### config.mk
export PLATFORM = sky130hd
export DESIGN_NAME = priority_encoder_queue
export DESIGN_NICKNAME = d
export VERILOG_FILES = /design/src/rtl/priority_encoder_queue.sv
export SDC_FILE = /design/constraint.sdc
export NUM_CORES = 1
export LEC_CHECK = 0
export BUFFER_PORTS_ARGS = -buffer_cell sky130_fd_sc_hd__buf_2
export CORE_MARGIN = 2
export CORE_UTILIZATION = 45
export CTS_CLUSTER_DIAMETER = 80
export DETAILED_ROUTE_END_ITERATION = 10
export HOLD_SLACK_MARGIN = 0.08
export PLACE_DENSITY = 0.77
export SLEW_MARGIN = 30
export SYNTH_ARGS = -nofsm -noshare
export SYNTH_HDL_FRONTEND = slang
export SYNTH_SLANG_ARGS = --single-unit
### constraint.sdc
create_clock -name clk -period 1.9 [get_ports clk]
set_clock_uncertainty 0.15 [all_clocks]
set_input_delay 0.285 -clock clk [delete_from_list [all_inputs] [get_ports clk]]
set_output_delay 0.285 -clock clk [all_outputs]
set_load 0.01 [all_outputs]
### src/rtl/priority_encoder_queue.sv
// Sequential 8-to-3 priority encoder: sticky pending requests are issued one at a
// time, lowest index first, through a valid/ready output slot.
module priority_encoder_queue #(
    parameter int WIDTH = 8,
    parameter int IDX_W = $clog2(WIDTH)
) (
    input  logic             clk,
    input  logic             rst,
    input  logic [WIDTH-1:0] req_in,
    input  logic             clear_all,
    input  logic             out_ready,
    output logic             out_valid,
    output logic [IDX_W-1:0] out_index,
    output logic [WIDTH-1:0] out_onehot,
    output logic [WIDTH-1:0] pending,
    output logic             overflow
);

    typedef enum logic {
        IDLE,
        VALID
    } state_e;

    state_e             state_q, state_d;
    logic [WIDTH-1:0]   pending_q, pending_d;
    logic [IDX_W-1:0]   idx_q, idx_d;
    logic               overflow_q, overflow_d;

    logic [IDX_W-1:0]   win_idx;
    logic [WIDTH-1:0]   win_mask;
    logic [WIDTH-1:0]   load_mask;
    logic               found;
    logic               load;

    // Lowest set bit of the registered pending set wins.
    always_comb begin
        win_idx = '0;
        found   = 1'b0;
        for (int unsigned i = 0; i < WIDTH; i++) begin
            if (!found && pending_q[i]) begin
                win_idx = IDX_W'(i);
                found   = 1'b1;
            end
        end
        win_mask = pending_q & (~pending_q + WIDTH'(1));
    end

    always_comb begin
        state_d    = state_q;
        idx_d      = idx_q;
        load       = (pending_q != '0) && ((state_q == IDLE) || out_ready);
        load_mask  = load ? win_mask : '0;
        pending_d  = (pending_q & ~load_mask) | req_in;
        overflow_d = |(req_in & pending_q & ~load_mask);

        if (load) begin
            state_d = VALID;
            idx_d   = win_idx;
        end else if ((state_q == VALID) && out_ready) begin
            state_d = IDLE;
            idx_d   = '0;
        end

        // Flush overrides loads, accepts and incoming requests on the same edge.
        if (clear_all) begin
            state_d    = IDLE;
            idx_d      = '0;
            pending_d  = '0;
            overflow_d = 1'b0;
        end
    end

    always_ff @(posedge clk or posedge rst) begin
        if (rst) begin
            state_q    <= IDLE;
            idx_q      <= '0;
            pending_q  <= '0;
            overflow_q <= 1'b0;
        end else begin
            state_q    <= state_d;
            idx_q      <= idx_d;
            pending_q  <= pending_d;
            overflow_q <= overflow_d;
        end
    end

    assign out_valid  = (state_q == VALID);
    assign out_index  = idx_q;
    assign out_onehot = (state_q == VALID) ? (WIDTH'(1) << idx_q) : '0;
    assign pending    = pending_q;
    assign overflow   = overflow_q;

endmodule
After elaboration in Yosys (flattened, before gate mapping)
Cells that the tools add are included.

Logic and storage cells: 58. Output and inout bits: 21. Register bits after elaboration: 13. Bits of input ports: 12.

Shifts and indexed selects: 1. Multiplexer cells: 24. Add/sub/neg operators: 1. Reduce and logical (&&, ||, !) cells: 20. Bitwise logic cells: 8.

Operator list (count): 8-bit AND (4); 8-bit two-way mux (3); 3-bit two-way mux (7); 8-bit inverter (2); 1-bit two-way mux (12); 1-bit logical AND (9); 8-bit by 1-bit adder with 8-bit output (second input constant) (1); 8-bit OR (1); 8-bit nonzero test (1); 8-bit OR reduction (1); 1-bit by 3-bit left shift with 8-bit output (first input constant) (1); 1-bit zero test (7); 2-bit two-way mux (2); 3-bit nonzero test (1); 1-bit logical OR (1); 1-bit inverter (1).

Logic depth before layout (Yosys ltp)
Gate-level depths: netlist of the first run.

Word-level depth: 24. Gate-level depth with buffers: 5.

Worst setup path before layout of the first run
No wires, ideal clock.

Kind: flip-flop to flip-flop. Start point: register pending_q[0] (netlist: pending[0]). End point: register idx_q[0] (netlist: out_index[0]). Stages on the path, launching flop included: 6. Buffers on the path: 0. Period minus slack after synthesis: 1.759 ns. Arrival time: 1.523 ns. Slack: 0.141 ns. Setup time: 0.086 ns. Path through: dfrtp_1 nor4_4 nand2_2 o31ai_4 a311oi_1 nor3_1.

Word-level cells in the longest chain between the ends: 24.

RTL lines: start: declaration (RTL line 25) `logic [WIDTH-1:0] pending_q, pending_d;`; start signal: assignment (RTL line 82) `pending_q <= pending_d;`; 1-bit two-way mux (RTL line 40) `if (!found && pending_q[i]) begin`; 1-bit zero test (RTL line 40); 1-bit logical AND (RTL line 40); 1-bit two-way mux (RTL line 40); 1-bit zero test (RTL line 40); 1-bit logical AND (RTL line 40); 1-bit two-way mux (RTL line 40); 1-bit zero test (RTL line 40); (+8 left out); 1-bit zero test (RTL line 40); 1-bit logical AND (RTL line 40); 1-bit two-way mux (RTL line 40); 1-bit zero test (RTL line 40); 1-bit logical AND (RTL line 40); 3-bit two-way mux (RTL line 40); 3-bit two-way mux (RTL line 56) `if (load) begin`; 3-bit two-way mux (RTL line 65) `if (clear_all) begin`; end signal: assignment (RTL line 81) `idx_q <= idx_d;`; end: declaration (RTL line 26) `logic [IDX_W-1:0] idx_q, idx_d;`.

Several ways; a longest one is shown, not always the timed one. A chain may end at the register's enable or synchronous reset.

Worst setup path after layout of the first run
Start point: register pending_q[0] (netlist: pending[0]). End point: register overflow_q (netlist: overflow).

Word-level cells in the longest chain between the ends: 8.

RTL lines: 8-bit inverter (RTL line 45) `win_mask = pending_q & (~pending_q + WIDTH'(1));`; 8-bit by 1-bit adder with 8-bit output (RTL line 45); 8-bit AND (RTL line 45); 8-bit two-way mux (RTL line 52) `load_mask = load ? win_mask : '0;`; 8-bit inverter (RTL line 54) `overflow_d = |(req_in & pending_q & ~load_mask);`; 8-bit AND * (RTL line 54); 8-bit OR reduction * (RTL line 54); 1-bit two-way mux * (RTL line 65); named net overflow_d (RTL line 27) `logic overflow_q, overflow_d;`; end signal: assignment (RTL line 83) `overflow_q <= overflow_d;`; end: declaration (RTL line 27).

Mark *: on every way through the listed nets, which the timed path passes. The rest lies on a longest branch.

==> results.toml, run 1 <==
[timing]
fin_setup_tns_ns = 0
fmax_mhz = 539
min_period_ns = 1.85
max_slew.worst_pin.slew_ns = 0.497
max_slew_margin = 0.668
hold_violations = 0
setup_viol = 0
slew_violations = 0
period_share = 0.976

[clock_tree]
clock_path_buffers = 2
clock_sinks = 13
cts-root-buf = "clkbuf_4"
insertion_delay_ns = 0.27
cts.htree.levels = 1
cts_tree = "built"
cts_buffers = 3
clk_pin_slew_ns = 0.08

[global_route]
grtUsageTotal = 0.232
antenna_found_initial = 0
overflow = 0
grt_start_max_net_pins = 14
grt_pass1_vias = 731
grt_pass1_wl_um = 3290

[synth]
synthTopCellsByCount = "nor2_1 (15), dfrtp_1 (13), a21oi_1 (11), nand2_1 (7)"
ys_async_sr_fraction = 1.00
synth_area_um2 = 751
syn-num-nets = 102
yosysTopAreaCell = "dfrtp_1"
yosysUniqueCellTypes = 22
ys_warn_count = 0
synth_seq_area_share = 0.433
syn_area_per_cell_um2 = 8.34
synth_seq_cells = 13
yosysTopAreaCellShare = 0.433
netlist_instances = 90
synth_edf_count = 0
ys.flop_type = "dfrtp_1"
synth.most_common_cell = "nor2_1"
synth.top_cells.by_area = "dfrtp_1 (43%), nor2_1 (7.5%), a21oi_1 (7.3%)"

[worst_setup_path]
r2r-start = "pending[0]"
r2r_end = "overflow"
worstSetupStartpointType = "flop"
required_ns = 1.94
critPathKind = "flop to flop"
endpoint_kind = "flop"
worst-r2r-setup-slack_ns = 0.05
arrival_ns = 1.90
crit_fanout = 6
r2r_cells = 6

[cells_and_area]
fill_cells = 139
n_antenna_cell = 0
fin_nets = 146
drive_above_1_share = 0.353
final_util = 0.662
areaGrowthSynthToFinish_pct = 35.8

[detailed_routing]
wl_per_cell_um = 14.4
drt_pass1_iterations = 4
drt_iter0_drc = 23
vias = 851
drc = 0
drtAntennaViolNets = 0
drt_wl_total_um = 2150
via_per_inst = 5.71

[floorplan]
die_h_um = 44.8
die_w_um = 44.8
core_area_mm2 = 0.00154
die_area_mm2 = 0.00201
io_pins = 33
initial_utilization = 0.487
placementRows = 14

[place]
dpl.hpwl_um = 1560
port_buffers = 32
gp_congestion = 0.846

[min_path]
whs_path_depth = 3
worstHoldEndpoint = "pending[4]"
hp-start = "req_in[4]"
hold_path_class = "input pin to flop"

[power]
cellLeakagePower_nw = 0.521
cellPowerDensity_mw_per_mm2 = 672
ir_worst_vdd_mv = 0.575

[run]
maxCapViolations = 0

[status]
status = "finished clean"
[area by class of cell]
type                            instances  area, um2  share of cell area
Inverter                                6       22.5              0.0221
Timing Repair Buffer                   40        223               0.218
Sequential cell                        13        327               0.320
Clock buffer                            4       26.3              0.0258
Multi-Input combinational cell         70        402               0.394
Tap cell                               16       20.0              0.0196
[registers in the layout, summed over array words and instances, names as in the netlist]
register   cells
out_index      3
overflow       1
out_valid      1
pending        8
[power breakdown]
| part | switching, W | internal, W |
|---|---|---|
| Clock | 0.0000871 | 0.0000814 |
| Combinational | 0.000103 | 0.0000854 |
| Sequential | 0.0000316 | 0.000297 |
[logic make-up (layout without fill, tap and decap cells)]
| group | after synthesis | in the layout | synth area share |
|---|---|---|---|
| buffers and inverters | 7 | 50 | 0.0350 |
| AND/OR/NAND/NOR | 44 | 44 | 0.297 |
| AO/OA/AOI/OAI | 26 | 26 | 0.235 |
| flip-flops | 13 | 13 | 0.433 |
[metrics by stage]
stage	power [W]	instance area (um2)	instances	worst slack (ns)	hold slack, ns
2_1_floorplan	0.000432	751	90	0.141	0.0120
3_3_place_gp	0.000495	942	139	0.127	0.182
3_5_place_dp	0.000502	942	139	0.00877	0.188
4_1_cts	0.000676	986	145	0.0396	0.0881
5_1_grt	0.000728	1020	149	-0.0149	0.0835
6_report	0.000685	1020	149	0.0456	0.0921
[cell usage in the layout, fill, tap and decap left out, drive strengths merged]
cell | netlist | final
nor3b | 1 | 1
inv | 6 | 6
buf | 0 | 39
or4 | 1 | 1
dfrtp | 13 | 13
nand3 | 6 | 6
nor2 | 15 | 15
and3 | 1 | 1
nand2 | 8 | 8
o2111a | 1 | 1
o21bai | 1 | 1
a311oi | 1 | 1
dlygate4sd3 | 0 | 1
a22o | 4 | 4
a31oi | 2 | 2
clkbuf | 1 | 4
o31ai | 1 | 1
nor3 | 6 | 6
nand2b | 4 | 4
a21oi | 11 | 11
o21ai | 5 | 5
nor2b | 1 | 1
nor4 | 1 | 1
[repair_timing]
| item | in CTS | in global routing |
|---|---|---|
| buffers inserted | 1 | 4 |
| endpoints found under the setup margin | 1 | 5 |
| resized for setup | 0 | 4 |
| pin swaps | 2 | 2 |
| hold endpoints to repair | 13 | 0 |
| hold buffers | 1 | 0 |
[critical path: stages, from the launching register on]
cell     delay [ns]
dfrtp_1        0.41
nor4_4         0.35
nand2_2        0.13
o31ai_4        0.29
buf_4          0.18
nand3_1        0.08
a31oi_1        0.18
[per-layer routing]
| layer | vias up | GRT usage | share of wire |
|---|---|---|---|
| met3 | 4 | 0.0840 | 0.076 |
| li1 | 405 | - | - |
| met4 | 0 | 0.112 | 0.018 |
| met5 | - | 0 | 0 |
| met1 | 393 | 0.264 | 0.38 |
| met2 | 49 | 0.386 | 0.52 |
[worst max path at each step]
stage | startpoint | to | slack, ns | cells past startpoint
floorplan | pending[0] | out_index[0] | 0.14 | 5
global placement | pending[1] | out_index[0] | 0.13 | 5
detailed placement | pending[1] | out_index[0] | 0.009 | 5
CTS | pending[1] | out_index[0] | 0.04 | 5
global route | pending[0] | overflow | -0.01 | 6
finish | pending[0] | overflow | 0.05 | 6
No activity file was read; power rests on OpenSTA's default activity.
==> inputs of run 2 (changes only) <==
--- a/config.mk
+++ b/config.mk
@@ -5,13 +5,13 @@
 export SDC_FILE = /design/constraint.sdc
 export NUM_CORES = 1
 export LEC_CHECK = 0
-export BUFFER_PORTS_ARGS = -buffer_cell sky130_fd_sc_hd__buf_2
 export CORE_MARGIN = 2
-export CORE_UTILIZATION = 45
+export CORE_UTILIZATION = 55
 export CTS_CLUSTER_DIAMETER = 80
 export DETAILED_ROUTE_END_ITERATION = 10
+export DONT_BUFFER_PORTS = 1
 export HOLD_SLACK_MARGIN = 0.08
-export PLACE_DENSITY = 0.77
+export PLACE_DENSITY = 0.7
 export SLEW_MARGIN = 30
 export SYNTH_ARGS = -nofsm -noshare
 export SYNTH_HDL_FRONTEND = slang
==> run 2 against run 1 <==
  * Via count fell by 10%
  * Sequential share of layout area rose by 2.4 points
  * Largest cell class unchanged
  * Highest routed layer unchanged
  * Cell count decreased by 16%
  * Critical path type unchanged
==> results.toml, run 2 (same netlist as run 1, synthesis figures left out) <==
[status]
status = "finished clean"

[clock_tree]
cts_tree = "built"
cts.htree.levels = 1
cts_buffers = 3
clk_pin_slew_ns = 0.08
cts-root-buf = "clkbuf_4"
clock_path_buffers = 2
clock_sinks = 13
insertion_delay_ns = 0.28

[cells_and_area]
drive_above_1_share = 0.136
areaGrowthSynthToFinish_pct = 26.3
final_cell_mix = "nor2_1 (14), dfrtp_1 (12), a21oi_1 (11), dlygate4sd3_1 (10)"
n_antenna_cell = 0
fin_nets = 123
fin_cells = 125
final_common_cell = "nor2_1"
largest_register_ffs = 8
fin_area_um2 = 948

[worst_setup_path]
crit_chain = "nor4_4 > buf_4 > nand2_1 > o21ai_0 > o2111a_1 > a31oi_1"
required_ns = 1.89
cp_top_family = "compound AO/OA/AOI/OAI gates"
critPathKind = "flop to flop"
path_buf_inv = 1
r2r_cells = 6
critPathMaxStageDelay_ns = 0.45
r2r-start = "pending[2]"
arrival_ns = 1.82
endpoint_kind = "flop"
crit_fanout = 5
r2r_end = "overflow"
worstSetupStartpointType = "flop"
crit_slowest_cell = "dfrtp_2"
worst-r2r-setup-slack_ns = 0.07
critPathLaunch = "pending[2]"

[power]
cellLeakagePower_nw = 0.410
cellPowerDensity_mw_per_mm2 = 702
p_total_w = 0.000666
ir_worst_vdd_mv = 0.404

[timing]
fin_setup_tns_ns = 0
slew_violations = 0
fmax_mhz = 547
min_period_ns = 1.83
hold_slack_ns = 0.112
setup_viol = 0
hold_violations = 0
period_share = 0.962
max_slew.worst_pin.slew_ns = 0.488
max_slew_margin = 0.673

[detailed_routing]
drt_pass1_iterations = 4
maxUsedRoutingLayer = "met4"
drtAntennaViolNets = 0
via_per_inst = 6.10
wl_met3_um = 162
met1Wirelength_um = 760
drt_wl_total_um = 1950
drt_iter0_drc = 22
wl_per_cell_um = 15.6
drc = 0
vias = 762
wl_met2_um = 982

[place]
gp_congestion = 0.812
port_buffers = 0
dpl.hpwl_um = 1360
dp_cells = 110
dpl_cell_area_um2 = 811

[min_path]
worstHoldEndpoint = "out_index[1]"
hp-start = "out_ready"
hold_path_class = "input pin to flop"
whs_path_depth = 3

[global_route]
grtUsageTotal = 0.262
antenna_found_initial = 0
grt_start_max_net_pins = 14
grt_pass1_wl_um = 2730
grt_pass1_vias = 660
overflow = 0

[run]
maxCapViolations = 0

[floorplan]
io_pins = 33
placementRows = 13
core_area_mm2 = 0.00128
die_w_um = 40.9
die_h_um = 40.9
initial_utilization = 0.584
die_area_mm2 = 0.00168
[run 2: timing repair]
item	CTS	global route
resized for setup	0	2
hold endpoints to repair	26	0
endpoints found under the setup margin	0	1
hold buffers	10	0
setup buffers	0	1
[run 2: area by class of cell]
| class | instances | area, um2 |
|---|---|---|
| multi-input combinational | 70 | 402 |
| fill | 98 | 337 |
| sequential | 13 | 327 |
| timing repair buffer | 17 | 153 |
| clock buffer | 4 | 26.3 |
| inverter | 6 | 22.5 |
| tap | 15 | 18.8 |
[run 2: how the worst max path moves through the flow]
| stage | endpoint | slack (ns) | cells past startpoint |
|---|---|---|---|
| 2_1_floorplan | out_index[0] | 0.14 | 5 |
| 3_5_place_dp | out_index[0] | 0.13 | 5 |
| 6_report | overflow | 0.07 | 6 |
| 5_1_grt | overflow | -0.007 | 6 |
| 3_3_place_gp | out_index[0] | 0.19 | 5 |
| 4_1_cts | out_index[0] | 0.11 | 5 |
[run 2: where the power goes]
part           total (W)  internal, W  switching (W)
logic           0.000152    0.0000704      0.0000816
clock network   0.000176    0.0000816      0.0000940
registers       0.000338     0.000297      0.0000413
total           0.000666     0.000449       0.000217
[run 2: per-stage QoR]
step                      worst slack, ns   util
final                              0.0714  0.738
after global routing             -0.00745  0.738
after CTS                           0.108  0.729
after detailed placement            0.129  0.631
after global placement              0.187  0.631
after floorplan                     0.141      -
[run 2: routing by layer]
layer / GRT usage / up-vias
met4: 0.125 / 0
li1: - / 364
met1: 0.304 / 357
met3: 0.0543 / 5
met2: 0.453 / 36
met5: 0 / -
[run 2: tightest hold or removal path, delay by kind of cell]
family | cells | cell delay (ns)
compound gates | 1 | 0.06
simple gates | 2 | 0.16
==> inputs of run 3 (changes only) <==
--- a/config.mk
+++ b/config.mk
@@ -5,7 +5,7 @@
 export SDC_FILE = /design/constraint.sdc
 export NUM_CORES = 1
 export LEC_CHECK = 0
-export CORE_MARGIN = 2
+export CORE_MARGIN = 8
 export CORE_UTILIZATION = 55
 export CTS_CLUSTER_DIAMETER = 80
 export DETAILED_ROUTE_END_ITERATION = 10
==> run 3 against run 2 <==
  * Sequential share of layout area shrank 0.59 points
  * Via count grew 4.9%
  * Fmax shrank 0.32%
  * Core utilization grew 2.1 points
  * Total power grew 0.94%
  * Register-to-register slack is essentially flat
==> results.toml, run 3 (same netlist as run 1, synthesis figures left out) <==
[place]
gp_congestion = 0.820
dpl.hpwl_um = 1560
dpl_cell_area_um2 = 811
port_buffers = 0
dp_cells = 110
dpl_worst_slack_ns = 0.121

[worst_setup_path]
path_buf_inv = 1
crit_chain = "nor4_4 > nand2_2 > o31ai_4 > buf_6 > or4_1 > a21oi_1"
arrival_ns = 1.82
critPathKind = "flop to flop"
cp_top_family = "simple AND/OR/NAND/NOR gates"
endpoint_kind = "flop"
crit_fanout = 5
required_ns = 1.89
critPathMaxStageDelay_ns = 0.45
worstSetupStartpointType = "flop"
crit_slowest_cell = "dfrtp_2"

[min_path]
hold_path_class = "input pin to flop"

[floorplan]
die_w_um = 52.9
placementRows = 13
io_pins = 33
initial_utilization = 0.584
die_h_um = 52.9
core_area_mm2 = 0.00128
die_area_mm2 = 0.00280

[cells_and_area]
drive_above_1_share = 0.177
areaGrowthSynthToFinish_pct = 30.0
fin_area_um2 = 976
final_cell_mix = "nor2_1 (15), a21oi_1 (11), dlygate4sd3_1 (10), dfrtp_1 (9), buf_4 (9)"
final_common_cell = "nor2_1"
regArea_um2 = 330
fin_cells = 128
fill_cells = 101
multiInputGateArea_um2 = 399
n_antenna_cell = 0
largest_register_ffs = 8
fin_nets = 126

[power]
cellPowerDensity_mw_per_mm2 = 689
ir_worst_vdd_mv = 0.653
cellLeakagePower_nw = 0.421
p_total_w = 0.000672

[global_route]
grt_start_max_net_pins = 14
grt_pass1_vias = 821
grt_pass1_wl_um = 3730
overflow = 0
antenna_found_initial = 0
grtUsageTotal = 0.173

[clock_tree]
cts-root-buf = "clkbuf_4"
clock_sinks = 13
cts_buffers = 3
clock_path_buffers = 2
cts.htree.levels = 1
insertion_delay_ns = 0.27
clk_pin_slew_ns = 0.09
cts_tree = "built"

[timing]
slew_violations = 0
setup_viol = 0
worst_slack_ns = 0.0655
hold_violations = 0
period_share = 0.966
max_slew_margin = 0.663
max_slew.worst_pin.slew_ns = 0.504
grt_setup_unrepaired = "true"
fmax_mhz = 545
min_period_ns = 1.83
fin_setup_tns_ns = 0

[status]
status = "finished clean"

[detailed_routing]
vias = 799
wl_per_cell_um = 17.9
drtAntennaViolNets = 0
drc = 0
via_per_inst = 6.24
drt_iter0_drc = 15
drt_pass1_iterations = 4
drt_wl_total_um = 2290

[run]
maxCapViolations = 0
## run 3: cell types whose count changed in the layout (fill, tap and decap cells not counted)
cell	before	now
dfrtp_1	12	9
dfrtp_2	1	4
buf_4	7	9
buf_6	0	1
nor2_1	14	15
nor2_2	1	0
o21ai_0	5	4
o21ai_1	0	1
## run 3: area by class of cell
type | count | area share
flip-flops and latches | 13 | 0.338
clock buffers | 4 | 0.0269
inverters | 6 | 0.0231
repair buffers | 20 | 0.183
well taps | 15 | 0.0192
multi-input cells | 70 | 0.409
## run 3: final timing paths
check,cells after the start,slack (ns),start,end
setup / recovery,6,0.07,pending[2],out_index[1]
hold / removal,3,0.13,out_ready,out_index[1]
setup reg to reg,6,0.07,pending[2],out_index[1]
hold reg to reg,2,0.50,out_index[2],out_index[2]
max in group asynchronous,2,0.91,rst,pending[5]
min in group asynchronous,2,0.32,rst,out_index[1]
## run 3: report_power, final
part	total, W	leakage (nW)	internal, W	switching [W]
Clock	0.000170	0.0150	0.0000811	0.0000894
Sequential	0.000340	0.161	0.000298	0.0000417
Combinational	0.000162	0.245	0.0000766	0.0000853
## run 3: routing by layer
layer	global-route usage	share of wire
met2	0.299	0.50
met3	0.0588	0.091
met4	0.0690	0.021
met1	0.188	0.38
met5	0	0
## run 3: repair_timing
| item | in CTS | in global routing |
|---|---|---|
| setup endpoints to repair | 0 | 1 |
| resized for setup | 0 | 6 |
| hold endpoints to repair | 26 | 0 |
| buffers inserted | 0 | 4 |
| hold buffers | 10 | 0 |
## run 3: through the flow
stage | util | hold slack [ns]
global placement | 0.631 | 0.0724
global route | 0.759 | 0.125
detailed placement | 0.631 | 0.0806
finish | 0.759 | 0.130
CTS | 0.729 | 0.124
floorplan | - | 0.0120
## run 3: worst register-to-register path, stage by stage, from the launching register on
cell	delay (ns)
dfrtp_2	0.45
nor4_4	0.35
nand2_2	0.13
o31ai_4	0.31
buf_6	0.16
or4_1	0.10
a21oi_1	0.06
